$ cat config.mk
export PLATFORM = sky130hd
export DESIGN_NAME = riscv_multicycle_ctrl_flat
export DESIGN_NICKNAME = d
export VERILOG_FILES = /design/src/rtl/riscv_multicycle_ctrl_if.sv /design/src/rtl/riscv_multicycle_ctrl.sv /design/src/flat_wrapper.sv
export SDC_FILE = /design/constraint.sdc
export NUM_CORES = 1
export LEC_CHECK = 0
export ABC_AREA = 0
export BUFFER_PORTS_ARGS = -buffer_cell sky130_fd_sc_hd__buf_2
export CAP_MARGIN = 30
export CORE_MARGIN = 1
export CORE_UTILIZATION = 40
export CTS_CLUSTER_SIZE = 16
export DETAILED_ROUTE_END_ITERATION = 16
export PLACE_DENSITY = 0.67
export SLEW_MARGIN = 20
export SYNTH_ARGS = -nofsm -noshare
export SYNTH_HDL_FRONTEND = slang
export SYNTH_SLANG_ARGS = --single-unit
export TNS_END_PERCENT = 100
$ cat constraint.sdc
create_clock -name clk -period 1.9 [get_ports clk]
set_input_delay 0.095 -clock clk [delete_from_list [all_inputs] [get_ports clk]]
set_output_delay 0.095 -clock clk [all_outputs]
set_load 0.1 [all_outputs]
$ cat src/rtl/riscv_multicycle_ctrl_if.sv
// Interface between the multicycle controller and the RV32I datapath.
// It carries the instruction fields and ALU flag in, and the datapath control strobes out.
interface riscv_multicycle_ctrl_if;
   logic [6:0] op;
   logic [2:0] funct3;
   logic       funct7b5;
   logic       zero;

   logic       PCWrite;
   logic       AdrSrc;
   logic       MemWrite;
   logic       IRWrite;
   logic [1:0] ResultSrc;
   logic [1:0] ALUSrcA;
   logic [1:0] ALUSrcB;
   logic       RegWrite;
   logic [1:0] ImmSrc;
   logic [2:0] ALUControl;
   logic [3:0] state;
   logic       illegal;

   // The controller is the master: it consumes instruction fields and drives the strobes.
   modport master (
      input  op, funct3, funct7b5, zero,
      output PCWrite, AdrSrc, MemWrite, IRWrite, ResultSrc, ALUSrcA, ALUSrcB,
             RegWrite, ImmSrc, ALUControl, state, illegal
   );

   modport slave (
      output op, funct3, funct7b5, zero,
      input  PCWrite, AdrSrc, MemWrite, IRWrite, ResultSrc, ALUSrcA, ALUSrcB,
             RegWrite, ImmSrc, ALUControl, state, illegal
   );
endinterface

$ cat src/rtl/riscv_multicycle_ctrl.sv
// Multicycle RV32I control: Moore main FSM with registered per-state controls,
// plus combinational ALU and immediate decoders.
module riscv_multicycle_ctrl #(
   parameter bit ILLEGAL_TRAP = 1'b0
) (
   input  logic                   clk,
   input  logic                   reset,
   riscv_multicycle_ctrl_if.master bus
);

   typedef enum logic [3:0] {
      FETCH    = 4'd0,
      DECODE   = 4'd1,
      MEMADR   = 4'd2,
      MEMREAD  = 4'd3,
      MEMWB    = 4'd4,
      MEMWRITE = 4'd5,
      EXECR    = 4'd6,
      EXECI    = 4'd7,
      ALUWB    = 4'd8,
      BEQ      = 4'd9,
      JAL      = 4'd10,
      TRAP     = 4'd11
   } stateT;

   typedef struct packed {
      logic       adrSrc;
      logic       irWrite;
      logic       memWrite;
      logic       regWrite;
      logic       pcUpdate;
      logic       branch;
      logic       illegal;
      logic [1:0] resultSrc;
      logic [1:0] aluSrcA;
      logic [1:0] aluSrcB;
      logic [1:0] aluOp;
   } ctrlT;

   localparam logic [6:0] OP_LW   = 7'b0000011;
   localparam logic [6:0] OP_SW   = 7'b0100011;
   localparam logic [6:0] OP_R    = 7'b0110011;
   localparam logic [6:0] OP_I    = 7'b0010011;
   localparam logic [6:0] OP_BEQ  = 7'b1100011;
   localparam logic [6:0] OP_JAL  = 7'b1101111;

   stateT      state;
   stateT      nextState;
   ctrlT       ctrl;
   logic [2:0] aluControl;
   logic [1:0] immSrc;

   // Control word for a given state; loaded together with the state so outputs come straight from flops.
   function automatic ctrlT decodeState(input stateT s);
      ctrlT d;
      d = '0;
      case (s)
         FETCH: begin
            d.irWrite   = 1'b1;
            d.aluSrcB   = 2'b10;
            d.resultSrc = 2'b10;
            d.pcUpdate  = 1'b1;
         end
         DECODE: begin
            d.aluSrcA = 2'b01;
            d.aluSrcB = 2'b01;
         end
         MEMADR: begin
            d.aluSrcA = 2'b10;
            d.aluSrcB = 2'b01;
         end
         MEMREAD: begin
            d.adrSrc = 1'b1;
         end
         MEMWB: begin
            d.resultSrc = 2'b01;
            d.regWrite  = 1'b1;
         end
         MEMWRITE: begin
            d.adrSrc   = 1'b1;
            d.memWrite = 1'b1;
         end
         EXECR: begin
            d.aluSrcA = 2'b10;
            d.aluOp   = 2'b10;
         end
         EXECI: begin
            d.aluSrcA = 2'b10;
            d.aluSrcB = 2'b01;
            d.aluOp   = 2'b10;
         end
         ALUWB: begin
            d.regWrite = 1'b1;
         end
         BEQ: begin
            d.aluSrcA = 2'b10;
            d.aluOp   = 2'b01;
            d.branch  = 1'b1;
         end
         JAL: begin
            d.aluSrcA  = 2'b01;
            d.aluSrcB  = 2'b10;
            d.pcUpdate = 1'b1;
         end
         TRAP: begin
            d.illegal = 1'b1;
         end
         default: d = '0;
      endcase
      return d;
   endfunction

   // Next-state selection; an unknown opcode in DECODE either retires as a NOP or parks in TRAP.
   always_comb begin
      nextState = FETCH;
      case (state)
         FETCH:   nextState = DECODE;
         DECODE: begin
            case (bus.op)
               OP_LW, OP_SW: nextState = MEMADR;
               OP_R:         nextState = EXECR;
               OP_I:         nextState = EXECI;
               OP_BEQ:       nextState = BEQ;
               OP_JAL:       nextState = JAL;
               default:      nextState = ILLEGAL_TRAP ? TRAP : FETCH;
            endcase
         end
         MEMADR:   nextState = (bus.op == OP_LW) ? MEMREAD : MEMWRITE;
         MEMREAD:  nextState = MEMWB;
         EXECR, EXECI, JAL: nextState = ALUWB;
         MEMWB, MEMWRITE, ALUWB, BEQ: nextState = FETCH;
         TRAP:     nextState = TRAP;
         default:  nextState = FETCH;
      endcase
   end

   always_ff @(posedge clk or posedge reset) begin
      if (reset) begin
         state <= FETCH;
         ctrl  <= decodeState(FETCH);
      end else begin
         state <= nextState;
         ctrl  <= decodeState(nextState);
      end
   end

   // Subtract only for R-type sub; I-type funct7 bit 5 is part of the immediate.
   always_comb begin
      aluControl = 3'b000;
      case (ctrl.aluOp)
         2'b00: aluControl = 3'b000;
         2'b01: aluControl = 3'b001;
         2'b10: begin
            case (bus.funct3)
               3'b000:  aluControl = (bus.op[5] & bus.funct7b5) ? 3'b001 : 3'b000;
               3'b010:  aluControl = 3'b101;
               3'b110:  aluControl = 3'b011;
               3'b111:  aluControl = 3'b010;
               default: aluControl = 3'b000;
            endcase
         end
         default: aluControl = 3'b000;
      endcase
   end

   always_comb begin
      immSrc = 2'b00;
      case (bus.op)
         OP_LW, OP_I: immSrc = 2'b00;
         OP_SW:       immSrc = 2'b01;
         OP_BEQ:      immSrc = 2'b10;
         OP_JAL:      immSrc = 2'b11;
         default:     immSrc = 2'b00;
      endcase
   end

   assign bus.PCWrite    = ctrl.pcUpdate | (ctrl.branch & bus.zero);
   assign bus.AdrSrc     = ctrl.adrSrc;
   assign bus.MemWrite   = ctrl.memWrite;
   assign bus.IRWrite    = ctrl.irWrite;
   assign bus.ResultSrc  = ctrl.resultSrc;
   assign bus.ALUSrcA    = ctrl.aluSrcA;
   assign bus.ALUSrcB    = ctrl.aluSrcB;
   assign bus.RegWrite   = ctrl.regWrite;
   assign bus.ImmSrc     = immSrc;
   assign bus.ALUControl = aluControl;
   assign bus.state      = state;
   assign bus.illegal    = ctrl.illegal;

endmodule

$ cat src/flat_wrapper.sv
// flat-port wrapper written by rule: the top's interface ports become plain ports
module riscv_multicycle_ctrl_flat 
#(
   parameter bit ILLEGAL_TRAP = 1'b0
)
  (clk, reset, bus_op, bus_funct3, bus_funct7b5, bus_zero, bus_PCWrite, bus_AdrSrc, bus_MemWrite, bus_IRWrite, bus_ResultSrc, bus_ALUSrcA, bus_ALUSrcB, bus_RegWrite, bus_ImmSrc, bus_ALUControl, bus_state, bus_illegal);
  riscv_multicycle_ctrl_if bus_i ();
  input  logic clk;
  input  logic reset;
  input wire logic [$bits(bus_i.op)-1:0] bus_op;
  input wire logic [$bits(bus_i.funct3)-1:0] bus_funct3;
  input wire logic [$bits(bus_i.funct7b5)-1:0] bus_funct7b5;
  input wire logic [$bits(bus_i.zero)-1:0] bus_zero;
  output wire logic [$bits(bus_i.PCWrite)-1:0] bus_PCWrite;
  output wire logic [$bits(bus_i.AdrSrc)-1:0] bus_AdrSrc;
  output wire logic [$bits(bus_i.MemWrite)-1:0] bus_MemWrite;
  output wire logic [$bits(bus_i.IRWrite)-1:0] bus_IRWrite;
  output wire logic [$bits(bus_i.ResultSrc)-1:0] bus_ResultSrc;
  output wire logic [$bits(bus_i.ALUSrcA)-1:0] bus_ALUSrcA;
  output wire logic [$bits(bus_i.ALUSrcB)-1:0] bus_ALUSrcB;
  output wire logic [$bits(bus_i.RegWrite)-1:0] bus_RegWrite;
  output wire logic [$bits(bus_i.ImmSrc)-1:0] bus_ImmSrc;
  output wire logic [$bits(bus_i.ALUControl)-1:0] bus_ALUControl;
  output wire logic [$bits(bus_i.state)-1:0] bus_state;
  output wire logic [$bits(bus_i.illegal)-1:0] bus_illegal;
  assign bus_i.op = bus_op;
  assign bus_i.funct3 = bus_funct3;
  assign bus_i.funct7b5 = bus_funct7b5;
  assign bus_i.zero = bus_zero;
  assign bus_PCWrite = bus_i.PCWrite;
  assign bus_AdrSrc = bus_i.AdrSrc;
  assign bus_MemWrite = bus_i.MemWrite;
  assign bus_IRWrite = bus_i.IRWrite;
  assign bus_ResultSrc = bus_i.ResultSrc;
  assign bus_ALUSrcA = bus_i.ALUSrcA;
  assign bus_ALUSrcB = bus_i.ALUSrcB;
  assign bus_RegWrite = bus_i.RegWrite;
  assign bus_ImmSrc = bus_i.ImmSrc;
  assign bus_ALUControl = bus_i.ALUControl;
  assign bus_state = bus_i.state;
  assign bus_illegal = bus_i.illegal;
  riscv_multicycle_ctrl #(.ILLEGAL_TRAP(ILLEGAL_TRAP)) u_core (.clk(clk), .reset(reset), .bus(bus_i));
endmodule
==> metrics.txt <==
Mean Syn Cell Area=about 9.7 sq um; Via density=approximately 5.1; top_reg_cell synth=dfrtp_1; cells after synthesis=96; Critical-path top delay cell=dfrtp_4; Reg clk slew, reported paths=0.10 ns; CP Data Required Time=2.12 ns; Net Sw Frac=between 50% and 60%; Port Buffer Count=34; Tmin final=about 1.8 ns; Combinational Power Share=58.0%; Skew-Pair Late Insertion Delay=approximately 0.29 ns; Worst Hold Launch=bus_op[4]; # diodes=0; internal power=0.000711 W; H-tree Lvls=1; FP Rows=17; Crit Path Class=reg -> reg; WHS=about 0.14 ns; CP max FO=7; met3 GRT Util=~4.5%; routed len/inst=12.5 um; CP Launch Type=flop; most frequent cell after synthesis=dfrtp_1; Synth warnings=0; Net Count, Synth=roughly 110; CORE AREA=roughly 2200 sq um; initial antenna violation count=0; clk root buf=clkbuf_4; endpoints failing setup=0; largest area contributor in the netlist=dfrtp_1; Period Utilization, post-route=96.9%; global-route wire length before repair=between 3000 and 4000 um; via count=approximately 800; synth cell count leaders=14 x dfrtp_1, 10 x nor2_1, 7 x inv_1; global route total overflow=0; largest net degree at the start of global routing=18; Final Wtd Congestion=0.909; Post-synth EDFFs=0; pwr dens=~1300 nW/um^2; detailed placer's ending HPWL=approximately 1500 um; Longest Clk Path Bufs=2; peak supply drop=roughly 0.93 mV; setup TNS=0 ns; fill cell count=192; Flop pwr share=30.0%; routed wire length=1980 um; die height=roughly 50 um; vias in the first global route=760; Layout area overhead=33.4%; total power=around 0.0016 W; layout cells sized above 1=49.2%; CTS Sinks=17; status=finished clean; max incr delay on CP=between 0.5 and 0.6 ns; Max Clock Freq=roughly 540 MHz; GR peak layer=met2; top cells by area, synth=dfrtp_1 38%, dfstp_2 8.5%, buf_4 4.8%; met2 usage=27.6%; fin util=roughly 57%; RSZ-0062 raised after global routing=true; CP endpoint kind=flop; post-synthesis cell type count=38; synthesized area=930 sq um; Critical path origin=u_core.bus.state[0]; CTS tree=built; crit path cell chain=or4_1 > o31a_1 > o221a_4 > nor2_8 > mux2i_1 > o22ai_1; Initial Util=a little over two fifths; Max Cap Viol=0; DRC viols=0; setup slack, reg-to-reg=0.06 ns; Total Nets Final=~150; Fin Clk Skew=0.00217 ns; GRT Total Usage=18.0%; RR Startpoint=u_core.bus.state[0]; Data arrival, critical path=a little over 2 ns; Final Slew Violations=0; Hold Fails Final Rpt=0; final antenna-violating net count=0; M1 GR Usage=around a quarter; fin worst setup slack=0.0583 ns; synthesized flop and latch total=17; Seq/Total Area, Yosys=between 40% and 50%; IO Pins=35; Die Width=approximately 50 um; clock buffer count from CTS=3; relative slew slack=approximately 59%; Pleak=~0.63 nW; pre-CTS setup slack=approximately 0.055 ns; Worst Max-Slew Pin Slew=roughly 0.61 ns; fraction of registers with async set/reset=100%; Die ar.=2520 sq um; First DRT Iteration DRCs=11; worst min-delay path class=in -> reg; Synth top area share=between 30% and 40%; Switch Pwr=about 0.00093 W; DRT Pass-1 Iters=3; clock power share=between 10% and 20%
==> cell usage in the layout, fill, tap and decap left out, types with 2 or more instances in the layout <==
master / n
nand2_1: 5
inv_1: 7
nor3_1: 4
o21ai_1: 3
dfrtp_2: 2
dfrtp_4: 2
nor2_2: 3
buf_2: 31
dfrtp_1: 10
a21o_1: 2
or3_1: 2
and3_1: 3
a21oi_2: 2
nand3_1: 3
clkbuf_4: 5
a31oi_1: 2
dfstp_2: 3
buf_4: 4
nor2_1: 7
ha_1: 2
xor2_1: 2
o22ai_1: 2
==> final cells by class <==
cell class / instances / area, sq um / area share (%)
sequential: 17 / 439 / 35.4
clock inverter: 1 / 7.51 / 0.605
clock buffer: 3 / 22.5 / 1.82
timing repair buffer: 39 / 230 / 18.6
multi-input combinational: 62 / 475 / 38.3
tap: 28 / 35.0 / 2.83
inverter: 8 / 30.0 / 2.42
==> critical path, delay by kind of cell, from the launching register on <==
kind               cells  cell delay (ns)
DFF                    1             0.51
and+or+nand+nor        2             0.52
muxes                  1             0.08
AOI/OAI and AO/OA      3             0.66
==> metal layers <==
layer	wire, um	up-vias
met5	0	-
met4	26	0
met3	99	4
met2	917	25
met1	932	375
li1	-	397
==> flip-flops by register name (all words and copies together), names as in the netlist <==
| register | cells |
|---|---|
| u_core.bus.state | 4 |
| u_core.ctrl | 3 |
| u_core.bus.ALUSrcA | 2 |
| u_core.bus.ALUSrcB | 2 |
| u_core.bus.AdrSrc | 1 |
| u_core.bus.IRWrite | 1 |
| u_core.bus.MemWrite | 1 |
| u_core.bus.RegWrite | 1 |
| u_core.bus.ResultSrc | 1 |
| u_core.bus.illegal | 1 |
==> cells by family (layout without fill, tap and decap cells) <==
kind of cell	Yosys count	after routing	synth area share [%]
xor+xnor	2	2	1.88
fa+ha+maj	2	2	2.69
compound gates	18	18	14.3
simple gates	39	39	23.8
flops	17	17	46.2
buf+inv	17	51	10.1
mux	1	1	1.08
==> worst paths after layout <==
check | depth (start not counted) | to
max reg2reg | 6 | u_core.bus.ALUSrcB[0]
min in group asynchronous | 3 | u_core.bus.illegal
min reg2reg | 1 | u_core.bus.state[0]
max | 6 | u_core.bus.ALUSrcB[0]
min | 2 | u_core.ctrl[1]
max in group asynchronous | 3 | u_core.bus.state[1]
==> metrics by stage <==
step / cell area (sq um) / std cells
after floorplan: 1010 / 96
after global placement: 1180 / 152
after detailed placement: 1180 / 152
after CTS: 1220 / 157
after global routing: 1240 / 158
final: 1240 / 158
==> repair_timing <==
item,4_1_cts,5_1_grt
hold buffers,1,0
setup endpoints to repair,0,8
resized for setup,0,3
endpoints found under the hold margin,14,0
buffers inserted,0,1
==> power by group through the flow <==
| stage | logic (W) | clock network (W) | registers [W] |
|---|---|---|---|
| floorplan | 0.000664 | 0 | 0.000686 |
| global placement | 0.000928 | 0 | 0.000499 |
| detailed placement | 0.000932 | 0 | 0.000504 |
| CTS | 0.000936 | 0.000203 | 0.000495 |
| global route | 0.000985 | 0.000220 | 0.000498 |
| finish | 0.000952 | 0.000197 | 0.000492 |
Note: power is estimated with default switching activity, not from simulation.
